===== src/rtl/riscv_core_trap_sequencer_if.sv =====
// Request/CSR/redirect bundle between the decode stage and the trap sequencer.
// Handshake: a request is taken on a rising edge when i_trap_valid=1, at least one flag is set and o_trap_busy=0; any other request is dropped, never queued.
interface riscv_core_trap_sequencer_if #(
  parameter int XLEN = 64
);
  logic            i_trap_valid;
  logic            i_trap_ecall;
  logic            i_trap_ebreak;
  logic            i_trap_mret;
  logic [XLEN-1:0] i_trap_pc;
  logic [XLEN-1:0] i_trap_mtvec;
  logic [XLEN-1:0] i_trap_mepc;
  logic [XLEN-1:0] i_trap_mstatus;
  logic            i_trap_pipe_empty;
  logic            o_trap_stall;
  logic            o_trap_flush;
  logic            o_trap_csr_we;
  logic [11:0]     o_trap_csr_addr;
  logic [XLEN-1:0] o_trap_csr_wdata;
  logic            o_trap_pc_sel;
  logic [XLEN-1:0] o_trap_pc_target;
  logic            o_trap_busy;
  logic [2:0]      dbg_state;

  modport master (
    output i_trap_valid, i_trap_ecall, i_trap_ebreak, i_trap_mret, i_trap_pc,
           i_trap_mtvec, i_trap_mepc, i_trap_mstatus, i_trap_pipe_empty,
    input  o_trap_stall, o_trap_flush, o_trap_csr_we, o_trap_csr_addr,
           o_trap_csr_wdata, o_trap_pc_sel, o_trap_pc_target, o_trap_busy, dbg_state
  );

  modport slave (
    input  i_trap_valid, i_trap_ecall, i_trap_ebreak, i_trap_mret, i_trap_pc,
           i_trap_mtvec, i_trap_mepc, i_trap_mstatus, i_trap_pipe_empty,
    output o_trap_stall, o_trap_flush, o_trap_csr_we, o_trap_csr_addr,
           o_trap_csr_wdata, o_trap_pc_sel, o_trap_pc_target, o_trap_busy, dbg_state
  );
endinterface


===== src/rtl/riscv_core_trap_sequencer.sv =====
// Machine-mode trap entry / mret sequencer: drains the pipe, writes mepc/mcause/mstatus
// one CSR per cycle, then redirects the PC for a single cycle.
module riscv_core_trap_sequencer #(
  parameter int XLEN = 64
) (
  input logic                           i_clk,
  input logic                           i_rst,
  riscv_core_trap_sequencer_if.slave    bus
);

  localparam logic [2:0] S_IDLE      = 3'd0;
  localparam logic [2:0] S_DRAIN     = 3'd1;
  localparam logic [2:0] S_WR_EPC    = 3'd2;
  localparam logic [2:0] S_WR_CAUSE  = 3'd3;
  localparam logic [2:0] S_WR_STATUS = 3'd4;
  localparam logic [2:0] S_REDIRECT  = 3'd5;

  localparam logic [1:0] K_NONE   = 2'd0;
  localparam logic [1:0] K_ECALL  = 2'd1;
  localparam logic [1:0] K_EBREAK = 2'd2;
  localparam logic [1:0] K_MRET   = 2'd3;

  localparam logic [11:0] A_MSTATUS = 12'h300;
  localparam logic [11:0] A_MEPC    = 12'h341;
  localparam logic [11:0] A_MCAUSE  = 12'h342;

  logic [2:0]      state;
  logic [1:0]      kind;
  logic [XLEN-1:0] cap_pc;
  logic            req;
  logic            unused_bits;

  assign req         = bus.i_trap_valid &
                       (bus.i_trap_ecall | bus.i_trap_ebreak | bus.i_trap_mret);
  assign unused_bits = ^{bus.i_trap_mtvec[1:0], bus.i_trap_mepc[0]};

  always_ff @(posedge i_clk or posedge i_rst) begin
    if (i_rst) begin
      state  <= S_IDLE;
      kind   <= K_NONE;
      cap_pc <= '0;
    end else begin
      case (state)
        S_IDLE: begin
          if (req) begin
            // ebreak outranks ecall, which outranks mret
            if (bus.i_trap_ebreak)     kind <= K_EBREAK;
            else if (bus.i_trap_ecall) kind <= K_ECALL;
            else                       kind <= K_MRET;
            cap_pc <= bus.i_trap_pc;
            state  <= S_DRAIN;
          end
        end
        S_DRAIN: begin
          if (bus.i_trap_pipe_empty)
            state <= (kind == K_MRET) ? S_WR_STATUS : S_WR_EPC;
        end
        S_WR_EPC:    state <= S_WR_CAUSE;
        S_WR_CAUSE:  state <= S_WR_STATUS;
        S_WR_STATUS: state <= S_REDIRECT;
        S_REDIRECT:  state <= S_IDLE;
        default:     state <= S_IDLE;
      endcase
    end
  end

  // CSR values are read live in the state that consumes them, not at capture.
  always_comb begin
    logic [XLEN-1:0] ms;
    ms                   = bus.i_trap_mstatus;
    bus.o_trap_stall     = (state != S_IDLE);
    bus.o_trap_busy      = (state != S_IDLE);
    bus.o_trap_flush     = (state == S_DRAIN) || (state == S_REDIRECT);
    bus.o_trap_csr_we    = 1'b0;
    bus.o_trap_csr_addr  = '0;
    bus.o_trap_csr_wdata = '0;
    bus.o_trap_pc_sel    = 1'b0;
    bus.o_trap_pc_target = '0;
    bus.dbg_state        = state;
    case (state)
      S_WR_EPC: begin
        bus.o_trap_csr_we    = 1'b1;
        bus.o_trap_csr_addr  = A_MEPC;
        bus.o_trap_csr_wdata = {cap_pc[XLEN-1:1], 1'b0};
      end
      S_WR_CAUSE: begin
        bus.o_trap_csr_we    = 1'b1;
        bus.o_trap_csr_addr  = A_MCAUSE;
        bus.o_trap_csr_wdata = {{(XLEN-4){1'b0}}, (kind == K_EBREAK) ? 4'd3 : 4'd11};
      end
      S_WR_STATUS: begin
        if (kind == K_MRET) begin
          ms[3] = bus.i_trap_mstatus[7];
          ms[7] = 1'b1;
        end else begin
          ms[7] = bus.i_trap_mstatus[3];
          ms[3] = 1'b0;
        end
        ms[12:11]            = 2'b11;
        bus.o_trap_csr_we    = 1'b1;
        bus.o_trap_csr_addr  = A_MSTATUS;
        bus.o_trap_csr_wdata = ms;
      end
      S_REDIRECT: begin
        bus.o_trap_pc_sel    = 1'b1;
        bus.o_trap_pc_target = (kind == K_MRET) ? {bus.i_trap_mepc[XLEN-1:1], 1'b0}
                                                : {bus.i_trap_mtvec[XLEN-1:2], 2'b00};
      end
      default: ;
    endcase
  end

endmodule


===== src/flat_wrapper.sv =====
// flat-port wrapper written by rule: the top's interface ports become plain ports
module riscv_core_trap_sequencer_flat 
#(
  parameter int XLEN = 64
)
  (i_clk, i_rst, bus_i_trap_valid, bus_i_trap_ecall, bus_i_trap_ebreak, bus_i_trap_mret, bus_i_trap_pc, bus_i_trap_mtvec, bus_i_trap_mepc, bus_i_trap_mstatus, bus_i_trap_pipe_empty, bus_o_trap_stall, bus_o_trap_flush, bus_o_trap_csr_we, bus_o_trap_csr_addr, bus_o_trap_csr_wdata, bus_o_trap_pc_sel, bus_o_trap_pc_target, bus_o_trap_busy, bus_dbg_state);
  riscv_core_trap_sequencer_if #(.XLEN(XLEN)) bus_i ();
  input logic i_clk;
  input logic i_rst;
  input wire logic [$bits(bus_i.i_trap_valid)-1:0] bus_i_trap_valid;
  input wire logic [$bits(bus_i.i_trap_ecall)-1:0] bus_i_trap_ecall;
  input wire logic [$bits(bus_i.i_trap_ebreak)-1:0] bus_i_trap_ebreak;
  input wire logic [$bits(bus_i.i_trap_mret)-1:0] bus_i_trap_mret;
  input wire logic [$bits(bus_i.i_trap_pc)-1:0] bus_i_trap_pc;
  input wire logic [$bits(bus_i.i_trap_mtvec)-1:0] bus_i_trap_mtvec;
  input wire logic [$bits(bus_i.i_trap_mepc)-1:0] bus_i_trap_mepc;
  input wire logic [$bits(bus_i.i_trap_mstatus)-1:0] bus_i_trap_mstatus;
  input wire logic [$bits(bus_i.i_trap_pipe_empty)-1:0] bus_i_trap_pipe_empty;
  output wire logic [$bits(bus_i.o_trap_stall)-1:0] bus_o_trap_stall;
  output wire logic [$bits(bus_i.o_trap_flush)-1:0] bus_o_trap_flush;
  output wire logic [$bits(bus_i.o_trap_csr_we)-1:0] bus_o_trap_csr_we;
  output wire logic [$bits(bus_i.o_trap_csr_addr)-1:0] bus_o_trap_csr_addr;
  output wire logic [$bits(bus_i.o_trap_csr_wdata)-1:0] bus_o_trap_csr_wdata;
  output wire logic [$bits(bus_i.o_trap_pc_sel)-1:0] bus_o_trap_pc_sel;
  output wire logic [$bits(bus_i.o_trap_pc_target)-1:0] bus_o_trap_pc_target;
  output wire logic [$bits(bus_i.o_trap_busy)-1:0] bus_o_trap_busy;
  output wire logic [$bits(bus_i.dbg_state)-1:0] bus_dbg_state;
  assign bus_i.i_trap_valid = bus_i_trap_valid;
  assign bus_i.i_trap_ecall = bus_i_trap_ecall;
  assign bus_i.i_trap_ebreak = bus_i_trap_ebreak;
  assign bus_i.i_trap_mret = bus_i_trap_mret;
  assign bus_i.i_trap_pc = bus_i_trap_pc;
  assign bus_i.i_trap_mtvec = bus_i_trap_mtvec;
  assign bus_i.i_trap_mepc = bus_i_trap_mepc;
  assign bus_i.i_trap_mstatus = bus_i_trap_mstatus;
  assign bus_i.i_trap_pipe_empty = bus_i_trap_pipe_empty;
  assign bus_o_trap_stall = bus_i.o_trap_stall;
  assign bus_o_trap_flush = bus_i.o_trap_flush;
  assign bus_o_trap_csr_we = bus_i.o_trap_csr_we;
  assign bus_o_trap_csr_addr = bus_i.o_trap_csr_addr;
  assign bus_o_trap_csr_wdata = bus_i.o_trap_csr_wdata;
  assign bus_o_trap_pc_sel = bus_i.o_trap_pc_sel;
  assign bus_o_trap_pc_target = bus_i.o_trap_pc_target;
  assign bus_o_trap_busy = bus_i.o_trap_busy;
  assign bus_dbg_state = bus_i.dbg_state;
  riscv_core_trap_sequencer #(.XLEN(XLEN)) u_core (.i_clk(i_clk), .i_rst(i_rst), .bus(bus_i));
endmodule

===== config.mk =====
export PLATFORM = sky130hd
export DESIGN_NAME = riscv_core_trap_sequencer_flat
export DESIGN_NICKNAME = d
export VERILOG_FILES = /design/src/rtl/riscv_core_trap_sequencer_if.sv /design/src/rtl/riscv_core_trap_sequencer.sv /design/src/flat_wrapper.sv
export SDC_FILE = /design/constraint.sdc
export NUM_CORES = 1
export LEC_CHECK = 0
export ABC_AREA = 1
export CAP_MARGIN = 25
export CORE_AREA = 2 2 159 161
export DETAILED_ROUTE_END_ITERATION = 8
export DIE_AREA = 0 0 161 163
export GPL_ROUTABILITY_DRIVEN = 0
export PLACE_DENSITY = 0.55
export RECOVER_POWER = 100
export SYNTH_ARGS = -nofsm -noshare
export SYNTH_HDL_FRONTEND = slang
export SYNTH_SLANG_ARGS = --single-unit

===== constraint.sdc =====
create_clock -name i_clk -period 2.1 [get_ports i_clk]
set_input_delay 0.315 -clock i_clk [delete_from_list [all_inputs] [get_ports i_clk]]
set_output_delay 0.315 -clock i_clk [all_outputs]
set_load 0.01 [all_outputs]

==> results.cfg, run 1 <==
[sta]
clock_skew_ns = 0.00399
tns_ns = 0
hold_violations = 0
rsz0062_at_grt = true
max_slew_margin = 0.290
drv_slew = 0
finalSetupViolations = 0
fmaxAchievable_mhz = 490
period_share = 0.973
fin_hold_ws_ns = 0.477
fin_crit_ns = 2.04
worstMarginPinSlew_ns = 1.07

[run]
drv_cap = 0

[power_and_ir_drop]
p_seq_frac = 0.263
total_power_w = 0.00877
p_sw_w = 0.00360
power.leakage_nw = 4.69
p_int_w = 0.00517
comb_power_share = 0.550
ir_worst_vdd_mv = 0.409
switching_share = 0.411
power_frac_clock = 0.187
power-per-cell-area_nw_per_um2 = 948

[cells_and_area]
final_common_cell = nand2_1
final_cell_mix = nand2_1 (514), clkdlybuf4s50_1 (257), dfrtp_1 (67)
area_growth_pct = 107
nets = 1425
seq_area_um2 = 1700
fillers = 2688
drive_gt1_frac = 0.162
multiInputGateArea_um2 = 2510

[hold_path]
hold_class = reg -> reg
whs_path_depth = 2

[place]
io_buffer_count = 396
dp_hpwl_um = 18200

[worst_setup_path]
start_kind = flop
worstSetupPathType = reg -> out
worstPathMaxFanout = 18
rr_worst_depth = 9
arrival_ns = 1.73
crit_path_end_kind = output pin
crit_required_ns = 1.78

[logic_synthesis]
synth.distinct_cells = 16
synthCells = 740
syn-cell-area_um2 = 4470
ys_seq_area_frac = 0.381
postSynthAreaPerCell_um2 = 6.04
ys_ff_latch = 68
yosys_warnings = 0

[floorplanning]
io_pins = 411
core_um2 = 24700
die_h_um = 163
die_w_um = 161
rows = 58
initial_utilization = 0.181
die_area_um2 = 26200

[run_status]
status = finished, final reports clean

[clock_tree]
htree_num_levels = 3
cts.sinks = 68
path_clk_slew_ns = 0.06
clk-insertion-delay-late_ns = 0.33
cts_tree = built
cts_max_path_buffers = 2
cts_buffers = 9
root_buffer = clkbuf_16

[route]
drt_iter0_drc = 399
dr.pass1.iters = 5
wire_per_inst_um = 17.3
ant_nets = 0
routed_wl_um = 25900
via_per_inst = 4.11
drc = 0
vias = 6162

[grt]
grt_pass1_vias = 6151
grt_usage = 0.190
grt_pass1_wl_um = 37600
grt_max_degree = 41
grt_antenna_before_repair = 2
overflow = 0
## power groups by stage
stage          clock network, W  registers [W]  logic, W
2_1_floorplan                 0        0.00222   0.00228
3_3_place_gp                  0        0.00228   0.00461
3_5_place_dp                  0        0.00229   0.00463
4_1_cts                 0.00170        0.00230   0.00503
5_1_grt                 0.00177        0.00238   0.00534
6_report                0.00164        0.00231   0.00483
## worst max-delay path, cell delays in order (launching register included)
cell      delay, ns
dfrtp_1        0.41
buf_4          0.14
buf_4          0.14
nand2_8        0.07
buf_8          0.17
buf_6          0.16
a21oi_1        0.13
clkbuf_2       0.16
## state kept, by name (all words and copies together), names as in the netlist
| name | flops |
|---|---|
| u_core.bus.dbg_state | 3 |
| u_core.kind | 2 |
| u_core.cap_pc | 63 |
## final cells by class
class	instances	area share
Multi-Input combinational cell	610	0.271
Sequential cell	68	0.184
Clock buffer	9	0.0243
Inverter	14	0.00757
Timing Repair Buffer	459	0.458
Antenna cell	2	0.000541
Clock inverter	6	0.00960
Tap cell	330	0.0446
## cells by family after synthesis
family                 Yosys count  share of synthesized area
AOI/OAI and AO/OA               67                     0.0751
buffers and inverters           69                     0.0874
DFF                             68                      0.381
other                            1                   0.000840
and+or+nand+nor                535                      0.456
## metrics by stage
stage	std cells	setup WS (ns)	util	instance area (µm²)
floorplan	747	0.0735	-	4490
global placement	1453	-0.0249	0.362	8930
detailed placement	1453	-0.0298	0.362	8930
CTS	1496	-0.0594	0.387	9540
global route	1497	-0.0212	0.375	9250
finish	1498	0.0573	0.375	9260
## path summary, 6_finish.rpt
| path | to | slack, ns | start |
|---|---|---|---|
| min in group asynchronous | u_core.cap_pc[14]$_DFFE_PP0P_ | 0.64 | i_rst |
| setup / recovery | bus_o_trap_pc_target[9] | 0.06 | u_core.bus.dbg_state[2]$_DFFE_PP0P_ |
| hold reg to reg | u_core.cap_pc[58]$_DFFE_PP0P_ | 0.48 | u_core.cap_pc[58]$_DFFE_PP0P_ |
| setup reg to reg | u_core.cap_pc[43]$_DFFE_PP0P_ | 0.17 | u_core.bus.dbg_state[1]$_DFFE_PP0P_ |
| hold / removal | u_core.cap_pc[58]$_DFFE_PP0P_ | 0.48 | u_core.cap_pc[58]$_DFFE_PP0P_ |
| max in group asynchronous | u_core.cap_pc[54]$_DFFE_PP0P_ | 0.67 | i_rst |
## timing repair
item	4_1_cts	5_1_grt
resized for setup	392	104
buffers inserted	19	3
hold buffers	0	0
cloned	9	2
pin swaps	2	4
setup endpoints to repair	132	102
## metal layers
metal	track usage	wire [µm]	vias to the layer above
met2	0.330	13000	257
met5	0	0	-
met4	0.0568	412	0
li1	-	-	3087
met1	0.232	10700	2802
met3	0.0471	1780	16
## cell usage after synthesis
| master | number | area (µm²) |
|---|---|---|
| nand2_1 | 516 | 1940 |
| dfrtp_1 | 68 | 1700 |
| a21oi_1 | 64 | 320 |
| buf_4 | 29 | 218 |
| buf_2 | 18 | 90.1 |
| inv_1 | 9 | 33.8 |
| nand3_1 | 9 | 45.0 |
| clkbuf_1 | 8 | 30.0 |
| inv_2 | 5 | 18.8 |
| nor2_1 | 5 | 18.8 |
| o21ai_0 | 3 | 15.0 |
| nand2_2 | 2 | 12.5 |
| conb_1 | 1 | 3.75 |
| nor2_2 | 1 | 6.26 |
| nor2_4 | 1 | 11.3 |
| nor3_1 | 1 | 5.00 |
Power figures use the tool's default switching activity.
==> inputs of run 2 (changes only) <==
--- a/config.mk
+++ b/config.mk
@@ -5,13 +5,12 @@
 export SDC_FILE = /design/constraint.sdc
 export NUM_CORES = 1
 export LEC_CHECK = 0
-export ABC_AREA = 1
 export CAP_MARGIN = 25
 export CORE_AREA = 2 2 159 161
 export DETAILED_ROUTE_END_ITERATION = 8
 export DIE_AREA = 0 0 161 163
 export GPL_ROUTABILITY_DRIVEN = 0
-export PLACE_DENSITY = 0.55
+export PLACE_DENSITY = 0.54
 export RECOVER_POWER = 100
 export SYNTH_ARGS = -nofsm -noshare
 export SYNTH_HDL_FRONTEND = slang
==> run 2 against run 1 <==
Compared with the run above:
- the flow now finishes with violations (negative setup slack)
- largest power group unchanged
- clock-buffer cell count up 1
- register-to-register slack improved by 0.06 ns
- non-clock buffer count up 5
- fmax shrank 5.3%
==> results.cfg, run 2 <==
[run_status]
status = finished, violations left
violations = negative setup slack

[logic_synthesis]
synth.distinct_cells = 28
syn-cell-area_um2 = 4240
yosys_warnings = 0
synthCells = 472
synth_top_area_share = 0.401
ys_top_cells_by_count = nand2_1 (132), dfrtp_1 (68), a21oi_1 (66)
ys_seq_area_frac = 0.401
synth.top_cells.by_area = dfrtp_1 (40%), mux2_2 (17%), a22o_1 (12%)
postSynthAreaPerCell_um2 = 8.98
synth.most_common_cell = nand2_1
ys_ff_latch = 68
ys_async_sr_fraction = 1.00
synth-main-ff-cell = dfrtp_1
yosysTopAreaCell = dfrtp_1
synth_edf_count = 0

[cells_and_area]
fin_util = 0.387
final_common_cell = clkdlybuf4s50_1
antenna_cells = 0
top_register = u_core.cap_pc
drive_gt1_frac = 0.362
largest_reg_flops = 63
nets = 1167
area_growth_pct = 125
final_cell_mix = clkdlybuf4s50_1 (259), nand2_1 (130), buf_2 (83)

[clock_tree]
cts_max_path_buffers = 2
cts.sinks = 68
path_clk_slew_ns = 0.06
cts_tree = built
root_buffer = clkbuf_16
clk-insertion-delay-late_ns = 0.33
hold_buffers = 0
cts_buffers = 9
htree_num_levels = 3

[route]
dr.pass1.iters = 4
via_per_inst = 4.27
wire_per_inst_um = 19.3
drt_iter0_drc = 272
ant_nets = 0
vias = 5293
routed_wl_um = 23900
drc = 0

[grt]
grt_max_degree = 69
grt_usage = 0.166
overflow = 0
grt_pass1_wl_um = 32900
grt_pass1_vias = 5218
grt_antenna_before_repair = 0

[sta]
clock_skew_ns = 0.00785
drv_slew = 0
max_slew_margin = 0.355
finalWorstSetupSlack_ns = -0.0562
period_share = 1.03
fmaxAchievable_mhz = 464
finalSetupViolations = 10
rsz0062_at_grt = true
hold_violations = 0
fin_crit_ns = 2.16
worstMarginPinSlew_ns = 0.967

[hold_path]
hold_class = reg -> reg
whs_path_depth = 1

[worst_setup_path]
crit_buf_inv = 4
worstSetupPathType = reg -> out
start_kind = flop
worstPathMaxFanout = 14
crit_path_end_kind = output pin
rr_worst_depth = 8
path_delay_family = buffers and inverters
path_cells = buf_6 > and2b_2 > nand2_4 > buf_12 > buf_16 > a21oi_2 > clkdlybuf4s15_2
arrival_ns = 1.84
crit_required_ns = 1.78
cp.depth = 7
slowest_delay_ns = 0.44
slowest_stage = dfrtp_2

[floorplanning]
die_h_um = 163
initial_utilization = 0.172
rows = 58
io_pins = 411
core_um2 = 24700
die_area_um2 = 26200
die_w_um = 161

[power_and_ir_drop]
power-per-cell-area_nw_per_um2 = 1060
total_power_w = 0.0102
ir_worst_vdd_mv = 0.567
power.leakage_nw = 4.27

[place]
io_buffer_count = 396
dp_hpwl_um = 17000

[run]
drv_cap = 0
[run 2: changes by cell type in the layout (fill, tap and decap cells not counted), sizes merged, moves of 3 or more]
cell           before  now
nand3               9    1
clkdlybuf4s15      10    2
inv                13    6
nand2             518  133
clkbuf             73   28
buf               105  171
a22o                0   58
or2                 0    3
mux2                0   64
nor2                7    2
dlygate4sd3         4    1
a21o                0    3
dlygate4sd2        15   10
[run 2: power breakdown]
part	switching, W	internal (W)
clock	0.000626	0.000931
combinational	0.00292	0.00326
sequential	0.000448	0.00199
[run 2: what timing repair did]
item,in CTS,in global routing
setup endpoints to repair,134,94
pin swaps,11,11
hold endpoints to repair,0,0
gates cloned,8,5
buffers inserted,10,9
resized for setup,489,144
[run 2: cell families after synthesis]
family | count (synthesis) | share of synthesized area
AOI/OAI and AO/OA | 135 | 0.216
muxes | 64 | 0.170
other | 1 | 0.000884
DFF | 68 | 0.401
buffers and inverters | 55 | 0.0655
and+or+nand+nor | 149 | 0.146
[run 2: metrics by stage]
step                setup TNS [ns]  worst slack (ns)  instance area, µm²  cells  hold WS (ns)
floorplan                        0            0.0735                4270    479         0.445
global placement             -1.51           -0.0874                8830   1193         0.483
detailed placement           -1.07           -0.0843                8830   1193         0.488
CTS                          -2.56            -0.173                9140   1227         0.393
global route                 -2.50            -0.116                9560   1239         0.507
finish                      -0.212           -0.0562                9560   1239         0.499
[run 2: routing by layer]
layer,GRT usage,up-vias,share of wire
met3,0.0339,15,0.072
met2,0.298,265,0.50
li1,-,2500,-
met1,0.207,2513,0.42
met5,0,-,0
met4,0.0333,0,0.014
[run 2: cell type report]
type	count	area (µm²)
inverters	5	18.8
well taps	330	413
repair buffers	464	4470
flip-flops and latches	68	1710
fillers	2502	15100
clock buffers	10	229
multi-input cells	356	2650
clock inverters	6	71.3
[run 2: path summary, 6_finish.rpt]
check,to,slack [ns],start
min in group asynchronous,u_core.cap_pc[16]$_DFFE_PP0P_,0.75,i_rst
setup reg to reg,u_core.cap_pc[54]$_DFFE_PP0P_,0.23,u_core.bus.dbg_state[0]$_DFFE_PP0P_
max in group asynchronous,u_core.bus.dbg_state[2]$_DFFE_PP0P_,0.65,i_rst
hold reg to reg,u_core.cap_pc[1]$_DFFE_PP0P_,0.50,u_core.cap_pc[1]$_DFFE_PP0P_
setup / recovery,bus_o_trap_pc_target[15],-0.06,u_core.bus.dbg_state[0]$_DFFE_PP0P_
hold / removal,u_core.cap_pc[1]$_DFFE_PP0P_,0.50,u_core.cap_pc[1]$_DFFE_PP0P_
